## src/rtl/sprite_pkg.sv

```systemverilog
// Shared field widths, command layout and writer FSM states for the sprite table writer.
package sprite_pkg;

    localparam int POSX_W = 9;
    localparam int POSY_W = 9;
    localparam int SCL_W  = 4;
    localparam int PAL_W  = 20;
    localparam int BMP_W  = 32;
    localparam int ROW_W  = 4;

    typedef enum logic {
        CMD_ATTR = 1'b0,
        CMD_BMP  = 1'b1
    } cmd_type_e;

    // Sprite index is kept beside this body because its width follows NSPR.
    typedef struct packed {
        cmd_type_e           kind;
        logic [ROW_W-1:0]    row;
        logic [POSY_W-1:0]   pos_y;
        logic [POSX_W-1:0]   pos_x;
        logic [SCL_W-1:0]    scl_x;
        logic                swp_x;
        logic [PAL_W-1:0]    pal;
        logic [BMP_W-1:0]    bmp;
    } cmd_body_t;

    typedef enum logic [1:0] {
        ST_IDLE = 2'd0,
        ST_WR0  = 2'd1,
        ST_WR1  = 2'd2
    } wr_state_e;

endpackage

```

## src/rtl/sprite_cmd_fifo.sv

```systemverilog
// Small synchronous FIFO holding packed sprite commands; head entry is visible on dout.
module sprite_cmd_fifo #(
    parameter int DEPTH = 4,
    parameter int WIDTH = 8
) (
    input  logic             clk,
    input  logic             rst,
    input  logic             push,
    input  logic             pop,
    input  logic [WIDTH-1:0] din,
    output logic [WIDTH-1:0] dout,
    output logic             full,
    output logic             empty
);

    localparam int AW = $clog2(DEPTH);

    logic [WIDTH-1:0] mem [DEPTH];
    logic [AW:0]      wr_ptr;
    logic [AW:0]      rd_ptr;

    always_ff @(posedge clk) begin
        if (push && !full)
            mem[wr_ptr[AW-1:0]] <= din;
    end

    // Pointers carry one extra wrap bit so full and empty are distinguishable.
    always_ff @(posedge clk or posedge rst) begin
        if (rst) begin
            wr_ptr <= '0;
            rd_ptr <= '0;
        end else begin
            if (push && !full)
                wr_ptr <= wr_ptr + 1'b1;
            if (pop && !empty)
                rd_ptr <= rd_ptr + 1'b1;
        end
    end

    assign empty = (wr_ptr == rd_ptr);
    assign full  = (wr_ptr[AW] != rd_ptr[AW]) && (wr_ptr[AW-1:0] == rd_ptr[AW-1:0]);
    assign dout  = mem[rd_ptr[AW-1:0]];

endmodule

```

## src/rtl/sprite_table_writer.sv

```systemverilog
// Queues sprite attribute/bitmap commands and serialises them into 32-bit video RAM writes.
// Optional SPRITE_WR_VBLANK_ONLY_EN: new commands start only while xvsync is low.
module sprite_table_writer
    import sprite_pkg::*;
#(
    parameter int          FIFO_DEPTH = 4,
    parameter logic [15:0] ATTR_BASE  = 16'hF000,
    parameter logic [15:0] BMP_BASE   = 16'hE000,
    parameter int          NSPR       = 8,
    localparam int         IDX_W      = $clog2(NSPR)
) (
    input  logic              clk,
    input  logic              rst,
    input  logic              cmd_valid,
    output logic              cmd_ready,
    input  logic              cmd_type,
    input  logic [IDX_W-1:0]  cmd_idx,
    input  logic [ROW_W-1:0]  cmd_row,
    input  logic [POSX_W-1:0] cmd_posX,
    input  logic [POSY_W-1:0] cmd_posY,
    input  logic [SCL_W-1:0]  cmd_sclX,
    input  logic              cmd_swpX,
    input  logic [PAL_W-1:0]  cmd_pal,
    input  logic [BMP_W-1:0]  cmd_bmp,
    output logic              ram_req,
    input  logic              ram_gnt,
    output logic [15:0]       ram_addr,
    output logic [31:0]       ram_wdata,
    input  logic              xvsync,
    output logic              busy
);

    localparam int ENTRY_W = IDX_W + $bits(cmd_body_t);

    cmd_body_t          in_cmd;
    cmd_body_t          head_cmd;
    cmd_body_t          cur_cmd;
    logic [IDX_W-1:0]   head_idx;
    logic [IDX_W-1:0]   cur_idx;
    logic [ENTRY_W-1:0] fifo_dout;
    logic               full;
    logic               empty;
    logic               pop;
    logic               window;
    wr_state_e          state;
    wr_state_e          state_nxt;

    always_comb begin
        in_cmd       = '0;
        in_cmd.kind  = cmd_type_e'(cmd_type);
        in_cmd.row   = cmd_row;
        in_cmd.pos_y = cmd_posY;
        in_cmd.pos_x = cmd_posX;
        in_cmd.scl_x = cmd_sclX;
        in_cmd.swp_x = cmd_swpX;
        in_cmd.pal   = cmd_pal;
        in_cmd.bmp   = cmd_bmp;
    end

    sprite_cmd_fifo #(
        .DEPTH (FIFO_DEPTH),
        .WIDTH (ENTRY_W)
    ) u_fifo (
        .clk   (clk),
        .rst   (rst),
        .push  (cmd_valid),
        .pop   (pop),
        .din   ({cmd_idx, in_cmd}),
        .dout  (fifo_dout),
        .full  (full),
        .empty (empty)
    );

    assign {head_idx, head_cmd} = fifo_dout;
    assign cmd_ready = !full;
    assign busy      = !empty || (state != ST_IDLE);

`ifdef SPRITE_WR_VBLANK_ONLY_EN
    assign window = !xvsync;
`else
    logic unused_xvsync;
    assign unused_xvsync = xvsync;
    assign window = 1'b1;
`endif

    always_ff @(posedge clk or posedge rst) begin
        if (rst) begin
            state   <= ST_IDLE;
            cur_idx <= '0;
            cur_cmd <= '0;
        end else begin
            state <= state_nxt;
            if (pop) begin
                cur_idx <= head_idx;
                cur_cmd <= head_cmd;
            end
        end
    end

    // The window gates only the start of a command, so an attribute pair is never split.
    always_comb begin
        state_nxt = state;
        pop       = 1'b0;
        ram_req   = 1'b0;
        ram_addr  = '0;
        ram_wdata = '0;
        case (state)
            ST_IDLE: begin
                if (!empty && window) begin
                    pop       = 1'b1;
                    state_nxt = ST_WR0;
                end
            end
            ST_WR0: begin
                ram_req = 1'b1;
                if (cur_cmd.kind == CMD_ATTR) begin
                    ram_addr  = ATTR_BASE + 16'({cur_idx, 1'b0});
                    ram_wdata = {cur_cmd.pos_y, cur_cmd.pos_x, cur_cmd.scl_x, cur_cmd.swp_x,
                                 {(BMP_W-POSY_W-POSX_W-SCL_W-1){1'b0}}};
                end else begin
                    ram_addr  = BMP_BASE + 16'({cur_idx, cur_cmd.row});
                    ram_wdata = cur_cmd.bmp;
                end
                if (ram_gnt) begin
                    if (cur_cmd.kind == CMD_ATTR) begin
                        state_nxt = ST_WR1;
                    end else if (!empty && window) begin
                        pop       = 1'b1;
                        state_nxt = ST_WR0;
                    end else begin
                        state_nxt = ST_IDLE;
                    end
                end
            end
            ST_WR1: begin
                ram_req   = 1'b1;
                ram_addr  = ATTR_BASE + 16'({cur_idx, 1'b1});
                ram_wdata = {{(BMP_W-PAL_W){1'b0}}, cur_cmd.pal};
                if (ram_gnt) begin
                    if (!empty && window) begin
                        pop       = 1'b1;
                        state_nxt = ST_WR0;
                    end else begin
                        state_nxt = ST_IDLE;
                    end
                end
            end
            default: state_nxt = ST_IDLE;
        endcase
    end

endmodule

```

## config.mk

```make
export PLATFORM = sky130hd
export DESIGN_NAME = sprite_table_writer
export DESIGN_NICKNAME = d
export VERILOG_FILES = /design/src/rtl/sprite_pkg.sv /design/src/rtl/sprite_cmd_fifo.sv /design/src/rtl/sprite_table_writer.sv
export SDC_FILE = /design/constraint.sdc
export NUM_CORES = 1
export LEC_CHECK = 0
export BUFFER_PORTS_ARGS = -buffer_cell sky130_fd_sc_hd__buf_2
export CELL_PAD_IN_SITES_DETAIL_PLACEMENT = 0
export CELL_PAD_IN_SITES_GLOBAL_PLACEMENT = 1
export CORE_MARGIN = 2
export CORE_UTILIZATION = 44
export CTS_CLUSTER_DIAMETER = 200
export DETAILED_ROUTE_END_ITERATION = 6
export GPL_TIMING_DRIVEN = 0
export PLACE_DENSITY_LB_ADDON = 0.15
export SLEW_MARGIN = 20
export SYNTH_ARGS = -nofsm -noshare
export SYNTH_HDL_FRONTEND = slang
export SYNTH_SLANG_ARGS = --single-unit
```

## constraint.sdc

```tcl
create_clock -name clk -period 3.18 [get_ports clk]
set_input_delay 0.477 -clock clk [delete_from_list [all_inputs] [get_ports clk]]
set_output_delay 0.477 -clock clk [all_outputs]
set_load 0.05 [all_outputs]
```

==> results of run 1 <==
==> metal layers <==
metal  wire length, µm  GRT usage
met3              1710     0.0332
met5                13          0
met1             14700      0.245
met4               733     0.0599
met2             16900      0.300
==> per-stage QoR <==
step	instances	utilization
floorplan	772	-
global placement	1372	0.483
detailed placement	1381	0.490
CTS	1461	0.528
global route	1463	0.529
finish	1465	0.529
==> where the power goes <==
| group | internal [mW] | switching [mW] |
|---|---|---|
| clock network | 2.91 | 2.02 |
| logic | 3.82 | 4.41 |
| registers | 7.73 | 0.607 |
==> sequential cells by signal, indices dropped and copies added (netlist names) <==
register,count
cur_idx,3
state,2
cur_cmd,80
u_fifo.wr_ptr,3
u_fifo.mem,332
u_fifo.rd_ptr,3
==> synth_stat cells <==
cell type	instances	area (µm²)
o21a_1	1	7.51
or4_1	1	7.51
nand3_1	1	5.00
mux2i_1	13	130
nand2b_1	1	6.26
buf_1	4	15.0
mux2_1	48	541
a211oi_1	1	7.51
buf_6	6	67.6
ha_1	9	113
dfrtp_1	91	2280
clkbuf_1	20	75.1
o21ai_1	2	10.0
xor2_1	4	35.0
and3_1	5	31.3
conb_1	1	3.75
mux2_4	50	751
a21boi_1	1	7.51
buf_4	8	60.1
nor4b_1	1	8.76
a31oi_1	2	12.5
nand2_1	3	11.3
or3_1	2	12.5
nor3b_2	1	12.5
inv_1	5	18.8
or2_1	1	6.26
a22oi_1	13	97.6
mux4_2	83	1870
edfxtp_1	332	9970
xnor2_1	3	26.3
nor2_1	14	52.6
and2_1	4	25.0
buf_2	12	60.1
nor2b_1	15	93.8
a22o_1	9	78.8
a21oi_1	1	5.00
==> how the worst max path moves through the flow <==
stage	end	start	slack, ps
3_5_place_dp	ram_addr[6]	state[0]$_DFFE_PP0P_	30
4_1_cts	ram_addr[6]	state[1]$_DFFE_PP0P_	8
3_3_place_gp	cur_cmd[30]$_DFFE_PP0P_	rst	-1380
6_report	ram_addr[6]	state[1]$_DFFE_PP0P_	160
5_1_grt	ram_wdata[27]	state[1]$_DFFE_PP0P_	9
2_1_floorplan	u_fifo.mem[3][0]$_DFFE_PP_	u_fifo.rd_ptr[0]$_DFFE_PP0P_	220
==> cell usage in the layout, fill, tap and decap left out, types with 5 or more instances in the layout <==
cell,netlist,layout
clkbuf_8,0,8
buf_16,0,7
nor2b_1,15,15
mux4_2,83,83
mux2_1,48,48
buf_2,12,147
mux2i_1,13,13
mux2_4,50,50
a22o_1,9,9
conb_1,1,5
a22oi_1,13,13
edfxtp_1,332,332
clkbuf_16,0,47
ha_1,9,6
nor2_1,14,14
dfrtp_1,91,91
buf_4,8,8
buf_6,6,6
clkbuf_1,20,35
==> cell type report <==
| cell class | count | area (µm²) |
|---|---|---|
| well taps | 468 | 586 |
| multi-input cells | 294 | 4020 |
| inverters | 5 | 23.8 |
| flip-flops and latches | 423 | 12200 |
| clock inverters | 7 | 35.0 |
| repair buffers | 142 | 903 |
| fillers | 2947 | 17300 |
| clock buffers | 76 | 1370 |
| plain buffers | 46 | 269 |
| diodes | 4 | 10.0 |
==> cell families (layout without fill, tap and decap cells) <==
| kind of cell | Yosys count | after routing |
|---|---|---|
| other cells | 1 | 9 |
| compound gates | 30 | 30 |
| mux | 194 | 194 |
| fa+ha+maj | 9 | 9 |
| xor+xnor | 7 | 7 |
| flops | 423 | 423 |
| simple gates | 49 | 49 |
| buf+inv | 55 | 276 |
==> what timing repair did <==
item / 4_1_cts / 5_1_grt
buffers inserted: 0 / 0
endpoints found under the hold margin: 42 / 0
setup endpoints to repair: 37 / 16
hold buffers: 1 / 0
gates resized for setup: 6 / 3
==> results.toml, run 1 <==
[global_route]
grt_max_degree = 50
grt_remaining_overflow = 0
grt_pass1_vias = 8296
antenna_found_initial = 5
grt_pass1_wl_mm = 51.3
track_usage = 0.181

[worst_setup_path]
cp_num_buf_inv = 3
regToRegSetupSlack_ps = 630
critPathRequiredTime_ps = 2700
critPathCaptureType = "primary output"
reg2reg_to = "cur_cmd[7]$_DFFE_PP0P_"
crit_family = "buffers and inverters"
path_class = "reg -> out"
worstRegToRegCells = 4
cp_cell_sequence = "inv_1 > ha_2 > and3_1 > clkbuf_2 > and2_1 > buf_2"
slowest_delay_ps = 400
crit_arrival_ps = 2540
path_max_fanout = 11
r2r-start = "u_fifo.rd_ptr[1]$_DFFE_PP0P_"
start_kind = "flip-flop"
crit_cells = 6
slowest_stage = "dfrtp_1"

[cts]
cts_made_buffers = 45
worstSkewPairLatency_ps = 560
clk_pin_slew_worst_paths_ps = 60
htreeDepth = 2
cts_buffer_depth = 3
cts_tree = "yes"
cts-root-buf = "clkbuf_16"
clock-sinks = 423

[flow_run]
drv_cap = 0

[logic_synthesis]
ys_ff_latch = 423
synth_top_family_by_area = "multiplexers"
synth_compound_area_frac = 0.0137
syn-cell-area_um2 = 16500
syn_inst = 768
synth.distinct_cells = 36
syn_area_per_cell_um2 = 21.5
yosysWarnings = 0
synthAdderAreaFrac = 0.00682
synth_xor_area_frac = 0.00371
synthSimpleGateAreaFrac = 0.0165
synthMuxAreaShare = 0.199
ys_seq_area_frac = 0.742

[hold_path]
min_path_cells = 1
hold-path-endpoint = "u_fifo.mem[2][49]$_DFFE_PP_"
hold_class = "in -> reg"
min_from = "cmd_pal[17]"

[layout]
stdcell_area_um2 = 19500
nNetsFinal = 1054
drive_gt1_frac = 0.376
syn_to_final_growth_pct = 17.9

[drt]
drtIter0Drc = 383
ant_nets = 0
vias_per_cell = 5.31
vias = 7777
dr.pass1.iters = 4
drc = 0
drt-total-wl_mm = 34.0
wire_per_inst_um = 23.2

[sta]
skew_ps = 19.5
hold_violations = 0
timing.fmax_mhz = 331
slew_viol_final = 0
period_share = 0.950
min_period_ps = 3020
worstMarginPinSlew_ps = 986
max-slew-margin-rel = 0.343
setup_tns_ps = 0
rsz0062_at_grt = "no"
hold_ws_ps = 127
finalSetupViolations = 0
setup_ws_ps = 158

[floorplanning]
die_x_um = 198
start_util = 0.449
die-area_um2 = 39100
fp.coreArea_um2 = 36800
io_pins = 139
num_rows = 70
die_y_um = 198

[place]
pre_cts_ws_ps = 25.8
post_dp_cell_area_um2 = 18000
dpl.hpwl_mm = 21.7
place_congestion = 0.732
io_buffer_count = 132

[pwr]
p_leak_nw = 7.16
power_density_nw_per_um2 = 1100
total_power_mw = 21.5
ir_drop_mv = 0.593

[outcome]
outcome = "complete, no violations"
Power figures use the tool's default switching activity.
==> run 2: changes to the inputs <==
Settings changed: CTS_BUF_LIST set to sky130_fd_sc_hd__clkbuf_8.
==> run 2 against run 1 <==
Via count up 0.81%. Worst setup slack worse by 37 ps. Hold slack worse by 28 ps. Cell count up 3.0%. Critical path depth unchanged. Design area down 0.26%. Critical endpoint unchanged.
==> results.toml, run 2 (synthesized netlist as in run 1, its figures left out) <==
[outcome]
outcome = "complete, no violations"

[worst_setup_path]
regToRegSetupSlack_ps = 630
critPathRequiredTime_ps = 2700
critPathCaptureType = "primary output"
path_max_fanout = 11
path_class = "reg -> out"
reg2reg_to = "cur_cmd[7]$_DFFE_PP0P_"
r2r-start = "u_fifo.rd_ptr[1]$_DFFE_PP0P_"
crit_arrival_ps = 2580
start_kind = "flip-flop"
worstRegToRegCells = 4
critPathLaunch = "state[1]$_DFFE_PP0P_"

[pwr]
power_frac_clock = 0.216
sw_frac_of_total = 0.336
p_int_mw = 14.0
pwr-share-comb = 0.390
switchingPower_mw = 7.09
ir_drop_mv = 0.533
seq_power_share = 0.394
power_density_nw_per_um2 = 1090
p_leak_nw = 7.27

[global_route]
antenna_found_initial = 5
track_usage = 0.184
grt_remaining_overflow = 0
grt_max_degree = 50
grt_pass1_vias = 8514
grt_pass1_wl_mm = 52.2

[cts]
cts-root-buf = "clkbuf_8"
htreeDepth = 3
cts_buffer_depth = 3
cts_made_buffers = 71
clock-sinks = 423
clk_pin_slew_worst_paths_ps = 70
cts_setup_buffers = 0
cts_tree = "yes"
worstSkewPairLatency_ps = 590

[floorplanning]
start_util = 0.449
num_rows = 70
die_y_um = 198
fp.coreArea_um2 = 36800
die-area_um2 = 39100
die_x_um = 198
io_pins = 139

[sta]
skew_ps = 17.4
rsz0062_at_grt = "no"
finalSetupViolations = 0
hold_violations = 0
hold_ws_ps = 99.0
slew_viol_final = 0
worstMarginPinSlew_ps = 968
setup_tns_ps = 0
min_period_ps = 3060
timing.fmax_mhz = 327
period_share = 0.962
max-slew-margin-rel = 0.355

[layout]
seqCellArea_um2 = 12200
final_cell_mix = "edfxtp_1, buf_2, dfrtp_1, mux4_2, clkbuf_8"
nNetsFinal = 1080
largest_reg_flops = 332
layout_commonest_cell = "edfxtp_1"
drive_gt1_frac = 0.391
stdcell_count = 1509
fill_cells = 2975
stdcell_area_um2 = 19400
syn_to_final_growth_pct = 17.6
multi_input_area_um2 = 4020

[place]
post_dp_cell_area_um2 = 18000
place_congestion = 0.732
io_buffer_count = 132
dpl.hpwl_mm = 21.7
dp.cells = 1381

[drt]
vias_per_cell = 5.20
dr.pass1.iters = 6
drt-total-wl_mm = 34.4
vias = 7840
ant_nets = 0
wire_per_inst_um = 22.8
drc = 0
drtIter0Drc = 273

[flow_run]
drv_cap = 0

[hold_path]
hold_class = "in -> reg"
hold-path-endpoint = "u_fifo.mem[0][19]$_DFFE_PP_"
min_from = "cmd_bmp[19]"
min_path_cells = 1
[run 2: cell count changes in the layout (fill, tap and decap cells not counted), sizes merged]
cell / change
bufinv: +3
clkbuf: +2
clkinv: +16
inv: +23
[run 2: worst max-delay path by stage]
stage	to	slack (ps)	depth (start not counted)
3_3_place_gp	cur_cmd[30]$_DFFE_PP0P_	-1380	2
4_1_cts	ram_addr[6]	60	6
3_5_place_dp	ram_addr[6]	30	7
5_1_grt	ram_addr[6]	10	6
2_1_floorplan	u_fifo.mem[3][0]$_DFFE_PP_	220	5
6_report	ram_addr[6]	120	6
[run 2: metal layers]
layer  part of all wire  GRT usage  up-vias  wire length, µm
li1                   -          -     3536                -
met1               0.43      0.244     4046            14700
met2               0.50      0.304      202            17100
met3              0.057     0.0410       56             1950
met4              0.019     0.0621        0              660
met5                  0          0        -                0
[run 2: layout make-up]
| cell class | count | share of cell area |
|---|---|---|
| Inverter | 5 | 0.00122 |
| Sequential cell | 423 | 0.631 |
| Antenna cell | 4 | 0.000516 |
| Clock buffer | 78 | 0.0553 |
| Buffer | 46 | 0.0139 |
| Timing Repair Buffer | 142 | 0.0465 |
| Clock inverter | 49 | 0.0141 |
| Tap cell | 468 | 0.0302 |
| Multi-Input combinational cell | 294 | 0.207 |
[run 2: per-stage QoR]
stage	power (mW)	setup slack [ps]	util
after detailed placement	16.8	25.8	0.490
final	21.1	121	0.528
after floorplan	14.5	223	-
after global routing	22.3	9.55	0.527
after CTS	21.5	60.4	0.527
after global placement	16.6	-1380	0.483
[run 2: worst max-delay path, cell delays in order (launching register included)]
cell	delay, ps
dfrtp_1	400
inv_1	140
ha_2	370
and3_1	270
clkbuf_2	280
and2_1	240
buf_2	290
[run 2: what timing repair did]
| item | CTS | global route |
|---|---|---|
| resized for setup | 9 | 3 |
| hold endpoints to repair | 42 | 0 |
| endpoints found under the setup margin | 37 | 2 |
| pin swaps | 0 | 0 |
| hold buffers | 1 | 0 |
[run 2: power groups by stage]
stage / registers, mW / logic, mW / clock network [mW]
CTS: 8.36 / 8.45 / 4.72
global placement: 8.50 / 8.09 / 0
global route: 8.49 / 8.87 / 4.99
detailed placement: 8.45 / 8.39 / 0
finish: 8.33 / 8.25 / 4.56
floorplan: 8.22 / 6.27 / 0
